File: config.mk
export PLATFORM = sky130hd
export DESIGN_NAME = hazard_ctrl
export DESIGN_NICKNAME = d
export VERILOG_FILES = /design/src/rtl/hazard_ctrl.sv
export SDC_FILE = /design/constraint.sdc
export NUM_CORES = 1
export LEC_CHECK = 0
export CAP_MARGIN = 20
export CORE_ASPECT_RATIO = 1.5
export CORE_UTILIZATION = 48
export DETAILED_ROUTE_END_ITERATION = 6
export PLACE_DENSITY = 0.8
export SYNTH_ARGS = -nofsm -noshare
export SYNTH_HDL_FRONTEND = slang
export SYNTH_SLANG_ARGS = --single-unit
export TNS_END_PERCENT = 50
File: constraint.sdc
create_clock -name clk -period 2.46 [get_ports clk]
set_clock_uncertainty 0.05 [all_clocks]
set_input_delay 0.246 -clock clk [delete_from_list [all_inputs] [get_ports clk]]
set_output_delay 0.246 -clock clk [all_outputs]
set_load 0.005 [all_outputs]
File: src/rtl/hazard_ctrl.sv
// rtl/hazard_ctrl.sv - pipeline hazard controller: action select, stage enables, event counters, wait timeout
module hazard_ctrl #(
    parameter int ASIZE    = 5,
    parameter int CNT_W    = 16,
    parameter int MAX_WAIT = 64
) (
    input  logic             clk,
    input  logic             rst,
    input  logic [ASIZE-1:0] id_rs1,
    input  logic [ASIZE-1:0] id_rs2,
    input  logic             id_uses_rs2,
    input  logic             ex_memread,
    input  logic             ex_wen,
    input  logic [ASIZE-1:0] ex_waddr,
    input  logic             ex_branch_taken,
    input  logic             ex_jal,
    input  logic             mem_busy,
    output logic             pc_en,
    output logic             ifid_en,
    output logic             ifid_flush,
    output logic             idexe_en,
    output logic             idexe_flush,
    output logic             exemem_en,
    output logic [1:0]       state,
    output logic [CNT_W-1:0] stall_cnt,
    output logic [CNT_W-1:0] flush_cnt,
    output logic [CNT_W-1:0] freeze_cnt,
    output logic             timeout_err
);

    typedef enum logic [1:0] {
        RUN    = 2'd0,
        STALL  = 2'd1,
        FLUSH  = 2'd2,
        FREEZE = 2'd3
    } action_t;

    localparam int WW = $clog2(MAX_WAIT + 1);
    localparam logic [WW-1:0]    WAIT_LIM = WW'(MAX_WAIT);
    localparam logic [CNT_W-1:0] CNT_MAX  = '1;

    action_t       action;
    action_t       state_q;
    logic          load_use;
    logic [WW-1:0] wait_cnt;

    // A load in EXE whose destination is read by the instruction in ID; x0 never hazards
    assign load_use = ex_memread && ex_wen && (ex_waddr != '0) &&
                      ((ex_waddr == id_rs1) || (id_uses_rs2 && (ex_waddr == id_rs2)));

    // Pick this cycle's action by priority and decode it to stage controls; reset forces all stages idle/flushed
    always_comb begin
        action      = RUN;
        pc_en       = 1'b1;
        ifid_en     = 1'b1;
        ifid_flush  = 1'b0;
        idexe_en    = 1'b1;
        idexe_flush = 1'b0;
        exemem_en   = 1'b1;

        if (mem_busy) begin
            action = FREEZE;
        end else if (ex_branch_taken || ex_jal) begin
            action = FLUSH;
        end else if (load_use) begin
            action = STALL;
        end

        case (action)
            STALL: begin
                pc_en       = 1'b0;
                ifid_en     = 1'b0;
                idexe_flush = 1'b1;
            end
            FLUSH: begin
                ifid_flush  = 1'b1;
                idexe_flush = 1'b1;
            end
            FREEZE: begin
                pc_en     = 1'b0;
                ifid_en   = 1'b0;
                idexe_en  = 1'b0;
                exemem_en = 1'b0;
            end
            default: ;
        endcase

        if (rst) begin
            pc_en       = 1'b0;
            ifid_en     = 1'b0;
            ifid_flush  = 1'b1;
            idexe_en    = 1'b0;
            idexe_flush = 1'b1;
            exemem_en   = 1'b0;
        end
    end

    // Remember the action taken in the cycle just ended
    always_ff @(posedge clk or posedge rst) begin
        if (rst) begin
            state_q <= RUN;
        end else begin
            state_q <= action;
        end
    end

    assign state = state_q;

    // Saturating per-action event counters
    always_ff @(posedge clk or posedge rst) begin
        if (rst) begin
            stall_cnt  <= '0;
            flush_cnt  <= '0;
            freeze_cnt <= '0;
        end else begin
            if (action == STALL && stall_cnt != CNT_MAX) begin
                stall_cnt <= stall_cnt + 1'b1;
            end
            if (action == FLUSH && flush_cnt != CNT_MAX) begin
                flush_cnt <= flush_cnt + 1'b1;
            end
            if (action == FREEZE && freeze_cnt != CNT_MAX) begin
                freeze_cnt <= freeze_cnt + 1'b1;
            end
        end
    end

    // Track consecutive memory-wait cycles and latch a sticky timeout when the limit is reached
    always_ff @(posedge clk or posedge rst) begin
        if (rst) begin
            wait_cnt    <= '0;
            timeout_err <= 1'b0;
        end else if (action == FREEZE) begin
            if (wait_cnt != WAIT_LIM) begin
                wait_cnt <= wait_cnt + 1'b1;
            end
            if (wait_cnt == WAIT_LIM - 1'b1) begin
                timeout_err <= 1'b1;
            end
        end else begin
            wait_cnt <= '0;
        end
    end

endmodule

==> results_dict.tcl, run 1 <==
set metrics [dict create \
    final_max_slew_viol_count 0 \
    drt_iter0_drc 119 \
    remaining_drc_errors 0 \
    p_clk_frac 0.293 \
    routed.top_layer "met4" \
    grt_max_degree 59 \
    reg2reg_from "freeze_cnt[0]$_DFFE_PP0P_" \
    hpwl_um 4720 \
    num_rows 34 \
    clk_pin_slew_ps 60 \
    die_area_um2 6470 \
    cp-start-kind "input port" \
    clock_tree.root_cell "clkbuf_8" \
    endpoint_kind "primary output" \
    synth_edf_count 0 \
    initial_core_util 0.502 \
    nets 390 \
    yosys_warnings 0 \
    wl_met3_um 357 \
    cts_tree "yes" \
    worst_pin_slew_ps 709 \
    place_inst 423 \
    ios 80 \
    rsz0062_at_grt "no" \
    met1_length_um 2430 \
    hold_path_startpoint "timeout_err$_DFFE_PP0P_" \
    wl_per_cell_um 14.1 \
    hold_violations 0 \
    route.antenna.remaining_nets 0 \
    clock_path_buffers 2 \
    drt_pre_antenna_iters 4 \
    grt_overflow 0 \
    ir_drop_mv 0.454 \
    pwr-share-seq 0.476 \
    postCtsHoldBufs 0 \
    cts-buffers-inserted 9 \
    place_congestion 0.837 \
    synthCells 266 \
    status "finished clean" \
    period_share 0.893 \
    synth_fp_nets 294 \
    setup_viol 0 \
    layout.cells.non_filler 439 \
    antenna_found_initial 0 \
    cts_sinks 58 \
    powerDensity_nw_per_um2 634 \
    grt_pass1_wl_um 10600 \
    final_util 0.692 \
    cts_setup_buffers 0 \
    portBuffers 79 \
    min_period_ps 2200 \
    min-delay-path-class "reg -> reg" \
    pwr-share-comb 0.231 \
    syn-mean-instance-area_um2 11.1 \
    worstPathRequired_ps 2160 \
    track_usage 0.216 \
    critPathMaxFanout 3 \
    async_flop_share 1.00 \
    hold_end "timeout_err$_DFFE_PP0P_" \
    chipHeight_um 98.0 \
    drive_above_1_share 0.125 \
    r2r_end "freeze_cnt[10]$_DFFE_PP0P_" \
    reg2reg_depth 7 \
    syn-cell-area_um2 2950 \
    synthFlopType "dfrtp_1" \
    htree_levels 3 \
    clk_latency_ps 330 \
    hold_slack_ps 426 \
    maxCapViolations 0 \
    ys_seq_elements 58 \
    wirelength_um 6200 \
    rrSetupSlack_ps 410 \
    ys_seq_area_frac 0.492 \
    dr_total_vias 2311 \
    max-slew-margin-rel 0.527 \
    hold_path_depth 1 \
    areaGrowthSynthToFinish_pct 37.9 \
    p_sw_uw 735 \
    num_antenna_cells 0 \
    die_x_um 66.0 \
    dr_wl_met2_um 3310 \
    worstSetupPathType "in -> out" \
    coreArea_um2 5870 \
    worstPathArrival_ps 1900 \
    swShare 0.285 \
    leakage_nw 1.78 \
    p_int_mw 1.84 \
    fmax_ghz 0.455 \
    vias_per_cell 5.26 \
    synth.distinct_cells 45 \
    grt_pass1_vias 2285 \
]
-- how the worst max path moves through the flow --
stage                           start          end  slack, ps  cells past startpoint
after floorplan                   rst  idexe_flush        230                      3
after global placement    ex_waddr[1]      ifid_en        -30                      6
after detailed placement  ex_waddr[1]      ifid_en       -100                      6
after CTS                 ex_waddr[3]        pc_en         -7                      6
after global routing      ex_waddr[1]      ifid_en        200                      8
final                     ex_waddr[2]      ifid_en        260                      6
-- logic make-up (layout without fill, tap and decap cells) --
family,Yosys count,in the layout,share of synthesized area
AND/OR/NAND/NOR,116,116,0.237
XOR/XNOR,58,58,0.172
flip-flops,58,58,0.492
AO/OA/AOI/OAI,12,12,0.0386
buffers and inverters,12,113,0.0199
adder cells (fa/ha/maj),5,5,0.0212
multiplexers,5,5,0.0187
-- cells in the mapped netlist (5+ instances only) --
master,n,share of area
dfrtp_1,58,0.49
xnor2_1,49,0.15
nand3_1,23,0.039
nand4_1,16,0.034
and3_1,15,0.032
nor2_1,15,0.019
nand2_1,13,0.017
xor2_1,9,0.027
and4_1,8,0.024
and2_1,6,0.013
inv_1,6,0.0076
ha_1,5,0.021
-- metrics by stage --
| step | setup TNS (ps) | area, um2 | worst slack, ps | total power, mW |
|---|---|---|---|---|
| after CTS | -6.67 | 4060 | -6.67 | 2.61 |
| after global routing | 0 | 4070 | 201 | 2.72 |
| after global placement | -52.6 | 3880 | -26.4 | 1.83 |
| after floorplan | 0 | 2950 | 234 | 1.48 |
| final | 0 | 4070 | 263 | 2.58 |
| after detailed placement | -186 | 3880 | -98.9 | 1.85 |
-- sequential cells by signal, indices dropped and copies added, names as in the netlist --
register and cells:
freeze_cnt 16, stall_cnt 16, state 2, flush_cnt 16, wait_cnt 7, timeout_err 1
-- metal layers --
layer | global-route usage | vias up
li1 | - | 1125
met1 | 0.252 | 1108
met2 | 0.356 | 69
met3 | 0.0806 | 9
met4 | 0.0786 | 0
met5 | 0 | -
-- critical path: stages --
cell and delay, ps:
clkdlybuf4s50_1 420, or4_4 560, o21ai_4 150, nand2b_4 160
and2_1 130, dlygate4sd2_1 240
-- power groups by stage --
stage,clock network (mW),logic [mW],registers (mW)
finish,0.756,0.597,1.23
global route,0.819,0.657,1.25
CTS,0.777,0.609,1.23
detailed placement,0,0.606,1.24
global placement,0,0.587,1.24
floorplan,0,0.253,1.22
-- layout make-up --
cell class | instances | area (um2)
tap | 72 | 90.1
sequential | 58 | 1450
inverter | 6 | 22.5
timing repair buffer | 91 | 885
clock inverter | 5 | 30.0
fill | 448 | 1810
multi-input combinational | 196 | 1450
clock buffer | 11 | 141
-- cells in the final DEF, fill, tap and decap left out, types with 9 or more instances in the layout --
cell and instances:
and3_1 15, buf_4 12, clkbuf_8 10, clkdlybuf4s50_1 76, dfrtp_1 58, nand2_1 13
nand3_1 23, nand4_1 16, nor2_1 15, xnor2_1 49, xor2_1 9
-- repair_timing --
| item | 4_1_cts | 5_1_grt |
|---|---|---|
| gates resized for setup | 2 | 2 |
| setup endpoints to repair | 2 | 2 |
| pin swaps | 1 | 2 |
(Power assumes the default switching activity.)
==> inputs of run 2 (changes only) <==
--- a/config.mk
+++ b/config.mk
@@ -9,6 +9,7 @@
 export CORE_ASPECT_RATIO = 1.5
 export CORE_UTILIZATION = 48
 export DETAILED_ROUTE_END_ITERATION = 6
+export MAX_ROUTING_LAYER = met4
 export PLACE_DENSITY = 0.8
 export SYNTH_ARGS = -nofsm -noshare
 export SYNTH_HDL_FRONTEND = slang
==> run 2 against run 1 <==
  * Critical path depth unchanged
  * Cell count unchanged
  * First-iteration DRC count increased by 23%
  * Cell area unchanged
  * Routed wire length increased by 0.34%
  * Sequential cell count unchanged
  * Via count increased by 1.1%
  * Sequential share of layout area unchanged
  * Critical path type unchanged
  * Largest cell class unchanged
  * Largest power group unchanged
==> results_dict.tcl, run 2 (synthesis gave the netlist of run 1 again) <==
set metrics [dict create \
    worst_pin_slew_ps 715 \
    reg2reg_depth 7 \
    setup_viol 0 \
    ir_drop_mv 0.453 \
    grt_overflow 0 \
    min_period_ps 2200 \
    wirelength_um 6220 \
    cp-start-kind "input port" \
    cp_num_buf_inv 2 \
    period_share 0.893 \
    min-delay-path-class "reg -> reg" \
    final_cell_mix "clkdlybuf4s50_1 (76), dfrtp_1 (58), xnor2_1 (49)" \
    ios 80 \
    pwr-share-comb 0.231 \
    antenna_found_initial 0 \
    clock_tree.root_cell "clkbuf_8" \
    critical_path_depth 6 \
    hold_violations 0 \
    rrSetupSlack_ps 410 \
    worstPathRequired_ps 2160 \
    grt_pass1_vias 2291 \
    remaining_drc_errors 0 \
    critPathMaxFanout 3 \
    p_int_mw 1.84 \
    num_rows 34 \
    postCtsHoldBufs 0 \
    worstSetupPathType "in -> out" \
    htree_levels 3 \
    final_max_slew_viol_count 0 \
    die_area_um2 6470 \
    grt_max_degree 59 \
    place_congestion 0.850 \
    track_usage 0.221 \
    final_util 0.692 \
    p_clk_frac 0.293 \
    maxCapViolations 0 \
    final_common_cell "clkdlybuf4s50_1" \
    route.antenna.remaining_nets 0 \
    wl_per_cell_um 14.2 \
    worstPathArrival_ps 1900 \
    worstPathCellList "clkdlybuf4s50_1, or4_4, o21ai_4, nand2b_4, and2_1, dlygate4sd2_1" \
    reg.largest.list "flush_cnt: 16 flops, freeze_cnt: 16 flops, stall_cnt: 16 flops" \
    vias_per_cell 5.32 \
    cts-buffers-inserted 9 \
    pwr-share-seq 0.476 \
    p_sw_uw 737 \
    n_fill_cell 448 \
    seq_area_um2 1450 \
    areaGrowthSynthToFinish_pct 37.9 \
    coreArea_um2 5870 \
    fmax_ghz 0.455 \
    nets 390 \
    leakage_nw 1.78 \
    powerDensity_nw_per_um2 635 \
    critPathSlowestCell "or4_4" \
    chipHeight_um 98.0 \
    drt_iter0_drc 146 \
    hold_path_depth 1 \
    clk_latency_ps 330 \
    die_x_um 66.0 \
    drive_above_1_share 0.125 \
    grt_pass1_wl_um 10600 \
    slowest_delay_ps 560 \
    drt_pre_antenna_iters 4 \
    dr_total_vias 2336 \
    cts_sinks 58 \
    rsz0062_at_grt "no" \
    swShare 0.286 \
    portBuffers 79 \
    path_delay_family "simple AND/OR/NAND/NOR gates" \
    clk_pin_slew_ps 60 \
    initial_core_util 0.502 \
    cts_setup_buffers 0 \
    cts_tree "yes" \
    max-slew-margin-rel 0.523 \
    hpwl_um 4720 \
    clock_path_buffers 2 \
    endpoint_kind "primary output" \
    num_antenna_cells 0 \
    multi_input_area_um2 1450 \
    tns_ps 0 \
    status "finished clean" \
    total_power_mw 2.58 \
]
-- run 2: cell type report --
class	instances	share of cell area
flip-flops and latches	58	0.357
inverters	6	0.00554
clock buffers	11	0.0348
multi-input cells	196	0.355
well taps	72	0.0222
clock inverters	5	0.00739
repair buffers	91	0.218
-- run 2: final timing paths --
check | from | end
min reg2reg | timeout_err$_DFFE_PP0P_ | timeout_err$_DFFE_PP0P_
max | ex_waddr[2] | ifid_en
min in group asynchronous | rst | stall_cnt[15]$_DFFE_PP0P_
max reg2reg | freeze_cnt[0]$_DFFE_PP0P_ | freeze_cnt[10]$_DFFE_PP0P_
max in group asynchronous | rst | stall_cnt[2]$_DFFE_PP0P_
min | timeout_err$_DFFE_PP0P_ | timeout_err$_DFFE_PP0P_
-- run 2: worst reg2reg max path, cell delays in order, from the launching register on --
cell and delay, ps:
dfrtp_1 440, ha_1 230, and3_1 200, and4_4 190, a21boi_2 320, buf_4 210, nand4_1 130, xnor2_1 160
-- run 2: timing repair --
item,4_1_cts,5_1_grt
pin swaps,1,2
hold endpoints to repair,0,0
gates cloned,0,0
resized for setup,2,2
setup endpoints to repair,2,2
-- run 2: through the flow --
| step | worst slack (ps) | area, um2 | hold slack [ps] | instances |
|---|---|---|---|---|
| after floorplan | 234 | 2950 | 343 | 266 |
| after global placement | -26.4 | 3880 | 415 | 423 |
| after detailed placement | -98.9 | 3880 | 419 | 423 |
| after CTS | -6.67 | 4060 | 433 | 439 |
| after global routing | 201 | 4070 | 443 | 439 |
| final | 263 | 4070 | 427 | 439 |
-- run 2: power groups by stage --
stage	clock network, mW	registers (mW)	logic [mW]
2_1_floorplan	0	1.22	0.253
3_3_place_gp	0	1.24	0.587
3_5_place_dp	0	1.24	0.606
4_1_cts	0.777	1.23	0.609
5_1_grt	0.816	1.25	0.657
6_report	0.757	1.23	0.596
-- run 2: routing by layer --
metal  share of wire  vias to the layer above  GRT usage  wire, um
met5               0                        -          -         0
met4           0.020                        0     0.0933       122
met1            0.39                     1120      0.257      2440
met3           0.057                       13     0.0607       355
met2            0.53                       74      0.355      3310
li1                -                     1129          -         -
